<file path="config.mk">
export PLATFORM = sky130hd
export DESIGN_NAME = pattern_search_engine_flat
export DESIGN_NICKNAME = d
export VERILOG_FILES = /design/src/rtl/pattern_search_engine_pkg.sv /design/src/rtl/pattern_search_engine_if.sv /design/src/rtl/pattern_search_engine_mem_reader.sv /design/src/rtl/pattern_search_engine.sv /design/src/flat_wrapper.sv
export SDC_FILE = /design/constraint.sdc
export NUM_CORES = 1
export LEC_CHECK = 0
export ABC_AREA = 1
export BUFFER_PORTS_ARGS = -buffer_cell sky130_fd_sc_hd__buf_4
export CORE_MARGIN = 2
export CORE_UTILIZATION = 30
export DETAILED_ROUTE_END_ITERATION = 7
export GPL_TIMING_DRIVEN = 0
export PLACE_DENSITY = 0.49
export SLEW_MARGIN = 20
export SYNTH_ARGS = -nofsm -noshare
export SYNTH_HDL_FRONTEND = slang
export SYNTH_HIERARCHICAL = 1
export SYNTH_SLANG_ARGS = --single-unit
</file>
<file path="constraint.sdc">
create_clock -name CLK100MHZ -period 2.9 [get_ports CLK100MHZ]
set_input_delay 0.725 -clock CLK100MHZ [delete_from_list [all_inputs] [get_ports CLK100MHZ]]
set_output_delay 0.725 -clock CLK100MHZ [all_outputs]
set_load 0.01 [all_outputs]
</file>
<file path="src/rtl/pattern_search_engine_pkg.sv">
// Shared types and default sizing for the pattern search engine.
package pse_pkg;
    localparam int DEF_DATA_W      = 8;
    localparam int DEF_ADDR_W      = 8;
    localparam int DEF_MAX_PAT_LEN = 16;
    localparam int DEF_MEM_LAT     = 1;

    typedef enum logic [2:0] {IDLE, LOAD_PAT, SCAN, EMIT, DONE} state_t;
endpackage

</file>
<file path="src/rtl/pattern_search_engine_if.sv">
// BRAM read port plus match result stream of the pattern search engine.
interface pattern_search_engine_if
    import pse_pkg::*;
#(
    parameter int DATA_W = DEF_DATA_W,
    parameter int ADDR_W = DEF_ADDR_W
);
    logic              mem_rd;
    logic [ADDR_W-1:0] mem_addr;
    logic [DATA_W-1:0] mem_rdata;
    logic              match_valid;
    logic [ADDR_W-1:0] match_addr;
    logic              match_ready;

    modport master (output mem_rd, mem_addr, match_valid, match_addr,
                    input  mem_rdata, match_ready);
    modport slave  (input  mem_rd, mem_addr, match_valid, match_addr,
                    output mem_rdata, match_ready);
endinterface

</file>
<file path="src/rtl/pattern_search_engine_mem_reader.sv">
// Single-outstanding BRAM reader: registers the strobe/address and flags the
// cycle in which read data is valid, MEM_LAT cycles after the strobe.
module pse_mem_reader
    import pse_pkg::*;
#(
    parameter int DATA_W  = DEF_DATA_W,
    parameter int ADDR_W  = DEF_ADDR_W,
    parameter int MEM_LAT = DEF_MEM_LAT
) (
    input  logic              clk,
    input  logic              reset,
    input  logic              req,
    input  logic [ADDR_W-1:0] addr,
    output logic              mem_rd,
    output logic [ADDR_W-1:0] mem_addr,
    input  logic [DATA_W-1:0] mem_rdata,
    output logic              rdata_valid,
    output logic [DATA_W-1:0] rdata
);
    localparam int CW = $clog2(MEM_LAT + 1);

    logic [CW-1:0] cnt;
    logic          pend;

    assign rdata_valid = pend && (cnt == CW'(MEM_LAT));
    assign rdata       = mem_rdata;

    always_ff @(posedge clk) begin
        if (reset) begin
            mem_rd   <= 1'b0;
            mem_addr <= '0;
            cnt      <= '0;
            pend     <= 1'b0;
        end else begin
            mem_rd <= req;
            if (req) begin
                mem_addr <= addr;
                pend     <= 1'b1;
                cnt      <= '0;
            end else if (rdata_valid) begin
                pend <= 1'b0;
            end else if (pend) begin
                cnt <= cnt + CW'(1);
            end
        end
    end
endmodule

</file>
<file path="src/rtl/pattern_search_engine.sv">
// Loads a pattern from BRAM then scans a block for every (overlapping) match.
// Optional match counter output enabled by PSE_MATCH_COUNT_EN.
module pattern_search_engine
    import pse_pkg::*;
#(
    parameter int DATA_W      = DEF_DATA_W,
    parameter int ADDR_W      = DEF_ADDR_W,
    parameter int MAX_PAT_LEN = DEF_MAX_PAT_LEN,
    parameter int MEM_LAT     = DEF_MEM_LAT
) (
    input  logic                     CLK100MHZ,
    input  logic                     reset,
    input  logic                     start,
    input  logic [ADDR_W-1:0]        pat_addr,
    input  logic [ADDR_W-1:0]        pat_len,
    input  logic [ADDR_W-1:0]        blk_addr,
    input  logic [ADDR_W-1:0]        blk_len,
    pattern_search_engine_if.master  bus,
    output logic                     busy,
    output logic                     done,
    output logic                     err
`ifdef PSE_MATCH_COUNT_EN
    , output logic [ADDR_W-1:0]      match_count
`endif
);
    localparam int PW = (MAX_PAT_LEN > 1) ? $clog2(MAX_PAT_LEN) : 1;

    state_t            state;
    logic [ADDR_W-1:0] paddr, plen, baddr, last;
    logic [ADDR_W-1:0] i, j, k;
    logic [DATA_W-1:0] pat_buf [MAX_PAT_LEN];
    logic              match_valid;
    logic [ADDR_W-1:0] match_addr;

    logic              req, rdata_valid;
    logic [ADDR_W-1:0] rd_addr;
    logic [DATA_W-1:0] rdata;
    logic              job_ok, eq;
    logic [ADDR_W-1:0] plen_m1;

    assign job_ok  = (pat_len != '0) && (int'(pat_len) <= MAX_PAT_LEN) && (pat_len <= blk_len);
    assign plen_m1 = plen - ADDR_W'(1);
    assign eq      = (rdata == pat_buf[j[PW-1:0]]);

    assign bus.match_valid = match_valid;
    assign bus.match_addr  = match_addr;

    // Next read is issued on the same edge that consumes the previous data,
    // so every access costs exactly MEM_LAT+1 cycles.
    always_comb begin
        req     = 1'b0;
        rd_addr = '0;
        case (state)
            IDLE, DONE: if (start && job_ok) begin
                req     = 1'b1;
                rd_addr = pat_addr;
            end
            LOAD_PAT: if (rdata_valid) begin
                req     = 1'b1;
                rd_addr = (k == plen_m1) ? baddr : paddr + k + ADDR_W'(1);
            end
            SCAN: if (rdata_valid) begin
                if (!eq) begin
                    req     = (i != last);
                    rd_addr = baddr + i + ADDR_W'(1);
                end else if (j != plen_m1) begin
                    req     = 1'b1;
                    rd_addr = baddr + i + j + ADDR_W'(1);
                end
            end
            EMIT: if (bus.match_ready && i != last) begin
                req     = 1'b1;
                rd_addr = baddr + i + ADDR_W'(1);
            end
            default: ;
        endcase
    end

    pse_mem_reader #(.DATA_W(DATA_W), .ADDR_W(ADDR_W), .MEM_LAT(MEM_LAT)) u_reader (
        .clk         (CLK100MHZ),
        .reset       (reset),
        .req         (req),
        .addr        (rd_addr),
        .mem_rd      (bus.mem_rd),
        .mem_addr    (bus.mem_addr),
        .mem_rdata   (bus.mem_rdata),
        .rdata_valid (rdata_valid),
        .rdata       (rdata)
    );

    always_ff @(posedge CLK100MHZ) begin
        if (reset) begin
            state       <= IDLE;
            busy        <= 1'b0;
            done        <= 1'b0;
            err         <= 1'b0;
            match_valid <= 1'b0;
            match_addr  <= '0;
            paddr       <= '0;
            plen        <= '0;
            baddr       <= '0;
            last        <= '0;
            i           <= '0;
            j           <= '0;
            k           <= '0;
`ifdef PSE_MATCH_COUNT_EN
            match_count <= '0;
`endif
        end else begin
            case (state)
                IDLE, DONE: if (start) begin
                    paddr <= pat_addr;
                    plen  <= pat_len;
                    baddr <= blk_addr;
                    last  <= blk_len - pat_len;
                    i     <= '0;
                    j     <= '0;
                    k     <= '0;
`ifdef PSE_MATCH_COUNT_EN
                    match_count <= '0;
`endif
                    if (job_ok) begin
                        state <= LOAD_PAT;
                        busy  <= 1'b1;
                        done  <= 1'b0;
                        err   <= 1'b0;
                    end else begin
                        state <= DONE;
                        busy  <= 1'b0;
                        done  <= 1'b1;
                        err   <= 1'b1;
                    end
                end
                LOAD_PAT: if (rdata_valid) begin
                    pat_buf[k[PW-1:0]] <= rdata;
                    k <= k + ADDR_W'(1);
                    if (k == plen_m1) state <= SCAN;
                end
                SCAN: if (rdata_valid) begin
                    if (!eq) begin
                        i <= i + ADDR_W'(1);
                        j <= '0;
                        if (i == last) begin
                            state <= DONE;
                            busy  <= 1'b0;
                            done  <= 1'b1;
                        end
                    end else if (j == plen_m1) begin
                        state       <= EMIT;
                        match_valid <= 1'b1;
                        match_addr  <= baddr + i;
                    end else begin
                        j <= j + ADDR_W'(1);
                    end
                end
                EMIT: if (bus.match_ready) begin
                    match_valid <= 1'b0;
                    i <= i + ADDR_W'(1);
                    j <= '0;
`ifdef PSE_MATCH_COUNT_EN
                    if (match_count != '1) match_count <= match_count + ADDR_W'(1);
`endif
                    if (i == last) begin
                        state <= DONE;
                        busy  <= 1'b0;
                        done  <= 1'b1;
                    end else begin
                        state <= SCAN;
                    end
                end
                default: state <= IDLE;
            endcase
        end
    end
endmodule

</file>
<file path="src/flat_wrapper.sv">
// flat-port wrapper written by rule: the top's interface ports become plain ports
module pattern_search_engine_flat import pse_pkg::*;
#(
    parameter int DATA_W      = DEF_DATA_W,
    parameter int ADDR_W      = DEF_ADDR_W,
    parameter int MAX_PAT_LEN = DEF_MAX_PAT_LEN,
    parameter int MEM_LAT     = DEF_MEM_LAT
)
  (CLK100MHZ, reset, start, pat_addr, pat_len, blk_addr, blk_len, busy, done, err, bus_mem_rd, bus_mem_addr, bus_match_valid, bus_match_addr, bus_mem_rdata, bus_match_ready);
  pattern_search_engine_if #(.DATA_W(DATA_W), .ADDR_W(ADDR_W)) bus_i ();
  input  logic CLK100MHZ;
  input  logic reset;
  input  logic start;
  input  logic [ADDR_W-1:0] pat_addr;
  input  logic [ADDR_W-1:0] pat_len;
  input  logic [ADDR_W-1:0] blk_addr;
  input  logic [ADDR_W-1:0] blk_len;
  output logic busy;
  output logic done;
  output logic err;
  output wire logic [$bits(bus_i.mem_rd)-1:0] bus_mem_rd;
  output wire logic [$bits(bus_i.mem_addr)-1:0] bus_mem_addr;
  output wire logic [$bits(bus_i.match_valid)-1:0] bus_match_valid;
  output wire logic [$bits(bus_i.match_addr)-1:0] bus_match_addr;
  input wire logic [$bits(bus_i.mem_rdata)-1:0] bus_mem_rdata;
  input wire logic [$bits(bus_i.match_ready)-1:0] bus_match_ready;
  assign bus_mem_rd = bus_i.mem_rd;
  assign bus_mem_addr = bus_i.mem_addr;
  assign bus_match_valid = bus_i.match_valid;
  assign bus_match_addr = bus_i.match_addr;
  assign bus_i.mem_rdata = bus_mem_rdata;
  assign bus_i.match_ready = bus_match_ready;
  pattern_search_engine #(.DATA_W(DATA_W), .ADDR_W(ADDR_W), .MAX_PAT_LEN(MAX_PAT_LEN), .MEM_LAT(MEM_LAT)) u_core (.CLK100MHZ(CLK100MHZ), .reset(reset), .start(start), .pat_addr(pat_addr), .pat_len(pat_len), .blk_addr(blk_addr), .blk_len(blk_len), .bus(bus_i), .busy(busy), .done(done), .err(err));
endmodule
</file>
### After elaboration in Yosys (flattened, before gate mapping)

Memory sizes are Yosys's and may differ from the RTL's. A register that Yosys moved wholly into a read port is not among the register bits.
Index checks and enable logic that the tools add are counted.

* bits in registers: 82
* memory bits (writable): 128
* input port bits: 44
* output and inout port bits: 21
* word-level logic and storage cells: 139
* memories kept: 1

* $add $sub $neg: 12
* order comparisons: 2
* equality and inequality tests: 21
* muxes and demuxes: 64
* bitwise operators: 1
* reduce and logical (&&, ||, !) cells: 21

Memories
* u_core.pat_buf: words 16, width 8, rd ports 1, clocked after Yosys merged registers in 1, wr ports 1, line pattern_search_engine.sv:31 `logic [DATA_W-1:0] pat_buf [MAX_PAT_LEN];`

Operator list (count)
* 8-bit two-way mux: 16
* 8-bit by 1-bit adder with 8-bit output (second input constant): 6
* 8-bit one-hot mux with 3 select lines: 2
* 8-bit equality test: 4
* 8-bit one-hot mux with 4 select lines: 1
* 3-bit two-way mux: 10
* 1-bit two-way mux: 27
* 8-bit adder: 3
* 8-bit != test: 2
* 8-bit one-hot mux with 2 select lines: 1
* 5-bit AND reduction: 3
* 3-bit one-hot mux with 4 select lines: 1
* 2-bit by 1-bit != test with 1-bit output (second input constant): 5
* 8-bit by 5-bit less-or-equal comparator with 1-bit output (second input constant): 1
* 8-bit less-or-equal comparator: 1
* 4-bit two-way mux: 2
* 8-bit nonzero test: 1
* 8-bit by 1-bit subtractor with 8-bit output (second input constant): 1
* 8-bit subtractor: 1
* 7-bit AND reduction: 1
* 3-bit by 2-bit equality test with 1-bit output (second input constant): 2
* 2-bit != test (second input constant): 3
* 3-bit != test (second input constant): 2
* 1-bit one-hot mux with 3 select lines: 2
* other kinds (15): 23

### Longest topological paths before layout

* word-level depth: 8
* depth in mapped cells: 23
* depth with buffers taken out: 20

### Modules after synthesis

Netlist, hierarchy kept.

By module, submodules not included
* pattern_search_engine: times used 1, cells an instance 1272, area each 10612.7 um^2, seq. area each 5345.1 um^2
* pse_mem_reader: times used 1, cells an instance 56, area each 454.2 um^2, seq. area each 220.2 um^2

### Least setup slack after synthesis

No wires, ideal clock.

* path kind: register to register
* from: register u_core.i[0]
* to: register u_core.u_reader.mem_addr[7]
* library setup time: 112 ps
* arrival time: 2743 ps
* required time: 2788 ps
* path slack: 44 ps
* cell stages (with the launch flop): 20
* path buffers: 0
* period minus slack after synthesis: 2856 ps
* cells stage by stage: dfxtp_1 ha_1 fa_1 nand3_1 nand2_1 a21oi_1 o21bai_1 xnor2_1 inv_1 ha_1 a21oi_1 o21ai_0 a31oi_1 nand3_1 nand3_1 nand2_1 nand3_1 nand3b_1 nand3_1 nand2_1

* word-level cells in the longest chain between the ends: 7
* elaborated cells between the ends (all ways): 15
* classes of those cells: add/sub (4); eq/ne (1); mux (9); reduce/logical (1)

RTL lines
* start, declared: line pattern_search_engine.sv:30 `logic [ADDR_W-1:0] i, j, k;`
* start signal, assigned: line pattern_search_engine.sv:141 `i <= i + ADDR_W'(1);`
* start signal, assigned: line pattern_search_engine.sv:158 `i <= i + ADDR_W'(1);`
* 8-bit adder: line pattern_search_engine.sv:65, pattern_search_engine.sv:68, pattern_search_engine.sv:73
* 8-bit adder: line pattern_search_engine.sv:68 `rd_addr = baddr + i + j + ADDR_W'(1);`
* 8-bit by 1-bit adder with 8-bit output: line pattern_search_engine.sv:68
* 8-bit two-way mux: line pattern_search_engine.sv:66 `end else if (j != plen_m1) begin`
* 8-bit two-way mux: line pattern_search_engine.sv:63 `if (!eq) begin`
* 8-bit two-way mux: line pattern_search_engine.sv:62 `SCAN: if (rdata_valid) begin`
* 8-bit one-hot mux with 4 select lines (*): line pattern_search_engine.sv:53 `case (state)`
* via u_core.rd_addr[7]: line pattern_search_engine.sv:36 `logic [ADDR_W-1:0] rd_addr;`
* end signal, assigned: line pattern_search_engine_mem_reader.sv:37 `mem_addr <= addr;`
* end, declared: line pattern_search_engine_mem_reader.sv:15 `output logic [ADDR_W-1:0] mem_addr,`

The timed path passes the listed nets; every way through them passes the cells marked *.
A chain may end at the register's enable or synchronous reset.

### Worst setup path after layout

* from: register u_core.baddr[0]
* to: register u_core.u_reader.mem_addr[6]

* word-level cells in the longest chain between the ends: 7
* elaborated cells between the ends (all ways): 9
* classes of those cells: add/sub (4); mux (5)

RTL lines
* start, declared: line pattern_search_engine.sv:29 `logic [ADDR_W-1:0] paddr, plen, baddr, last;`
* start signal, assigned: line pattern_search_engine.sv:114 `baddr <= blk_addr;`
* 8-bit adder (*): line pattern_search_engine.sv:65, pattern_search_engine.sv:68, pattern_search_engine.sv:73
* 8-bit adder: line pattern_search_engine.sv:68
* 8-bit by 1-bit adder with 8-bit output: line pattern_search_engine.sv:68
* 8-bit two-way mux: line pattern_search_engine.sv:66
* 8-bit two-way mux: line pattern_search_engine.sv:63
* 8-bit two-way mux: line pattern_search_engine.sv:62
* 8-bit one-hot mux with 4 select lines (*): line pattern_search_engine.sv:53
* via u_core.rd_addr[6]: line pattern_search_engine.sv:36

Marks and branches as above.

==> flow_metrics.py <==
metrics = {
    "critical_path": {
        "crit_top_cell": "nand2_1",
        "cp_num_buf_inv": 3,
        "crit_fanout": 4,
        "crit_slowest_cell": "fa_2",
        "r2r_start": "u_core/baddr[0]",
        "cp_num_cells": 18,
        "crit_type": "flip-flop to flip-flop",
        "worstSetupEndpoint": "u_core/u_reader/mem_addr[6]",
        "required_ns": 3.33,
        "end_kind": "flip-flop",
        "r2r_end": "u_core/u_reader/mem_addr[6]",
        "r2r_setup_slack_ns": -0.09,
        "reg2reg_depth": 18,
        "crit_path_start": "u_core/baddr[0]",
        "startpoint_type": "flip-flop",
        "crit_chain": "ha_4 -> fa_2 -> buf_4 -> buf_6 -> xor2_4 -> buf_4 -> ha_4 -> nand3_2 -> nand2_1 -> nand2_1 -> nand2_1 -> a21oi_2 -> xor2_1 -> o21ai_1 -> o211ai_1 -> nand4_1 -> nand3_2 -> nand2_1",
        "cp_top_family": "adder cells",
        "cp_slowest_stage_delay_ns": 0.36,
        "arrival_ns": 3.42,
    },
    "route": {
        "vias_per_cell": 4.85,
        "ant_nets": 0,
        "wire_per_inst_um": 17.5,
        "vias": 9347,
        "finalWirelength_um": 33800,
        "first_iter_violations": 737,
        "drc": 0,
        "dr.pass1.iters": 5,
    },
    "floorplan": {
        "fp.dieH_um": 196,
        "row_count": 70,
        "core_area_um2": 36400,
        "die-area_um2": 38400,
        "initial_core_util_pct": 30.4,
        "ios": 65,
        "die-width_um": 196,
    },
    "clock_tree": {
        "cts_root_buf": "clkbuf_16",
        "clkLatencyLatePin_ns": 0.55,
        "cts.sinks": 214,
        "htreeDepth": 1,
        "cts_tree": "built",
        "cts_buffer_depth": 3,
        "cts-hold-fix-buffers": 0,
        "cts_buffers": 26,
        "cts.clk_slew.worst_paths_ns": 0.06,
    },
    "final_layout": {
        "area_growth_pct": 23.2,
        "fin_cells": 1929,
        "fin_util_pct": 37.4,
        "nets": 1529,
        "fill_cells": 3788,
        "n_antenna_cell": 0,
        "seqCellArea_um2": 5580,
        "multi_input_area_um2": 5080,
        "drive_gt1_share_pct": 17.3,
    },
    "yosys": {
        "synthTopCellsByArea": "edfxtp_1, dfxtp_1, nand2_1",
        "synth_top_flop_cell": "edfxtp_1",
        "synthCells": 1328,
        "avgSynthCellArea_um2": 8.33,
        "yosysTopAreaCellShare_pct": 34.7,
        "netlist_area_um2": 11100,
        "synth_cell_types": 44,
        "yosysWarnings": 6,
        "ys_seq_area_share_pct": 50.3,
        "ys_ff_latch": 214,
        "syn-num-nets": 1413,
        "synth-edff-count": 128,
        "async_flop_share_pct": 0,
        "synth_top_area_cell": "edfxtp_1",
    },
    "grt": {
        "grt_use_total_pct": 17.5,
        "antenna_found_initial": 0,
        "first_global_vias": 8971,
        "grt_overflow": 0,
        "grt_max_degree": 19,
        "grt_pass1_wl_um": 51400,
    },
    "sta": {
        "rsz0062_at_grt": "yes",
        "fin_hold_ws_ns": 0.414,
        "period_needed_ns": 2.99,
        "max_freq_mhz": 335,
        "finalHoldViolCount": 0,
        "fin_ws_ns": -0.0858,
        "worstMarginPinSlew_ns": 0.765,
        "period_share_pct": 103,
        "final-setup-viol-count": 2,
        "slew_viol_final": 0,
        "fin_skew_ns": 0.0186,
        "relSlewSlack_pct": 48.8,
    },
    "pwr": {
        "finalPower_uw": 8330,
        "p_leak_uw": 0.00574,
        "p_per_area_nw_per_um2": 611,
        "peakVddDrop_v": 0.000437,
    },
    "placement": {
        "dpl.cell_count": 1852,
        "place.gp.congestion": 0.910,
        "io_buffers": 56,
        "pre_cts_slack_ns": -0.695,
        "place_hpwl_um": 24200,
    },
    "run_status": {
        "status": "complete, but fails checks",
        "violations": "negative setup slack",
    },
    "flow_run": {
        "drv_cap": 0,
    },
    "worst_hold_path": {
        "hp-class": "input pin to flip-flop",
    },
}
[cell families (layout without fill, tap and decap cells)]
group	Yosys count	count (layout)	share of synthesized area, %
AND/OR/NAND/NOR	654	655	24.9
AO/OA/AOI/OAI	167	167	8.50
adder cells (fa/ha/maj)	41	41	4.91
flip-flops	214	214	50.3
XOR/XNOR	42	42	3.32
buffers and inverters	210	342	8.06
[layout make-up]
cell class	count	area share, %
buffer	45	2.37
sequential	214	40.9
clock buffer	30	4.88
clock inverter	15	0.651
tap	468	4.29
multi-input combinational	905	37.3
timing repair buffer	88	5.06
inverter	164	4.55
[where the power goes]
part           total [uW]  leakage (uW)  switching, uW  internal, uW
Clock                2920      0.000368           1290          1640
Combinational        1980       0.00351           1270           709
Sequential           3430       0.00186            112          3310
[flip-flops by register name, indices dropped and copies added (netlist names), named ones only]
signal,cells
u_core/baddr,8
u_core/bus.match_addr,8
u_core/bus.match_valid,1
u_core/busy,1
u_core/done,1
u_core/err,1
u_core/i,8
u_core/j,8
u_core/k,8
u_core/last,8
u_core/paddr,8
u_core/pat_buf,128
u_core/plen,8
u_core/state,3
u_core/u_reader/cnt,1
u_core/u_reader/mem_addr,8
u_core/u_reader/mem_rd,1
u_core/u_reader/pend,1
[layout by cell type (no fill, tap or decap), drive strengths merged]
master    count
clkinv       14
clkinvlp      2
fa            4
o211ai       12
nand2       352
o221ai        1
a21o          1
a32o          1
nor2        137
a32oi         1
o21a          1
xor2         26
o21ai        76
dfxtp        86
nor3b         2
o21bai        2
buf         116
xnor2        16
ha           37
o2111ai       1
o32ai         3
and2          1
a21oi        47
nand3b       11
a31oi         4
nor3         10
nand3       126
inv         163
edfxtp      128
or2           4
clkbuf       47
nor4          3
nand4         9
o22ai        17
[stage by stage]
| stage | setup TNS [ns] | instance area [um2] |
|---|---|---|
| finish | -0.108 | 13600 |
| global route | -1.12 | 13600 |
| CTS | -0.126 | 13300 |
| detailed placement | -51.57 | 12100 |
| global placement | -45.88 | 12100 |
| floorplan | 0 | 11100 |
[cells in the mapped netlist (12+ instances only)]
| cell type | number |
|---|---|
| clkbuf_1 | 16 |
| edfxtp_1 | 128 |
| a21oi_1 | 47 |
| nor2_1 | 133 |
| ha_1 | 37 |
| inv_1 | 156 |
| dfxtp_1 | 86 |
| nand2_1 | 351 |
| o211ai_1 | 12 |
| nand3_1 | 124 |
| xor2_1 | 26 |
| o21ai_0 | 70 |
| xnor2_1 | 16 |
| o22ai_1 | 17 |
[how the worst min path moves through the flow]
| stage | start | to | slack (ns) | depth (start not counted) |
|---|---|---|---|---|
| after global routing | blk_addr[4] | u_core/baddr[4] | 0.41 | 3 |
| final | blk_addr[4] | u_core/baddr[4] | 0.41 | 3 |
| after floorplan | u_core/paddr[3] | u_core/paddr[3] | 0.43 | 2 |
| after detailed placement | u_core/u_reader/mem_addr[7] | u_core/u_reader/mem_addr[7] | 0.44 | 2 |
| after CTS | blk_addr[0] | u_core/baddr[0] | 0.39 | 3 |
| after global placement | u_core/u_reader/mem_addr[3] | u_core/u_reader/mem_addr[3] | 0.44 | 2 |
[routing by layer]
layer  track usage, %  wire [um]
met5                0          0
met3             2.60       1680
met4             3.84        531
met1             23.6      15500
met2             29.7      16100
[worst reg2reg max path: cells and delay by family, from the launching register on]
family / cells / cell delay, ns
AO/OA/AOI/OAI: 3 / 0.39
XOR/XNOR: 2 / 0.37
buffers and inverters: 3 / 0.42
adder cells (fa/ha/maj): 3 / 0.75
AND/OR/NAND/NOR: 7 / 0.62
flip-flops: 1 / 0.35
[what timing repair did]
action	4_1_cts	5_1_grt
resized for setup	80	61
setup endpoints to repair	172	145
buffers inserted	16	15
cloned	0	2
pin swaps	20	26
(Power assumes the default switching activity.)
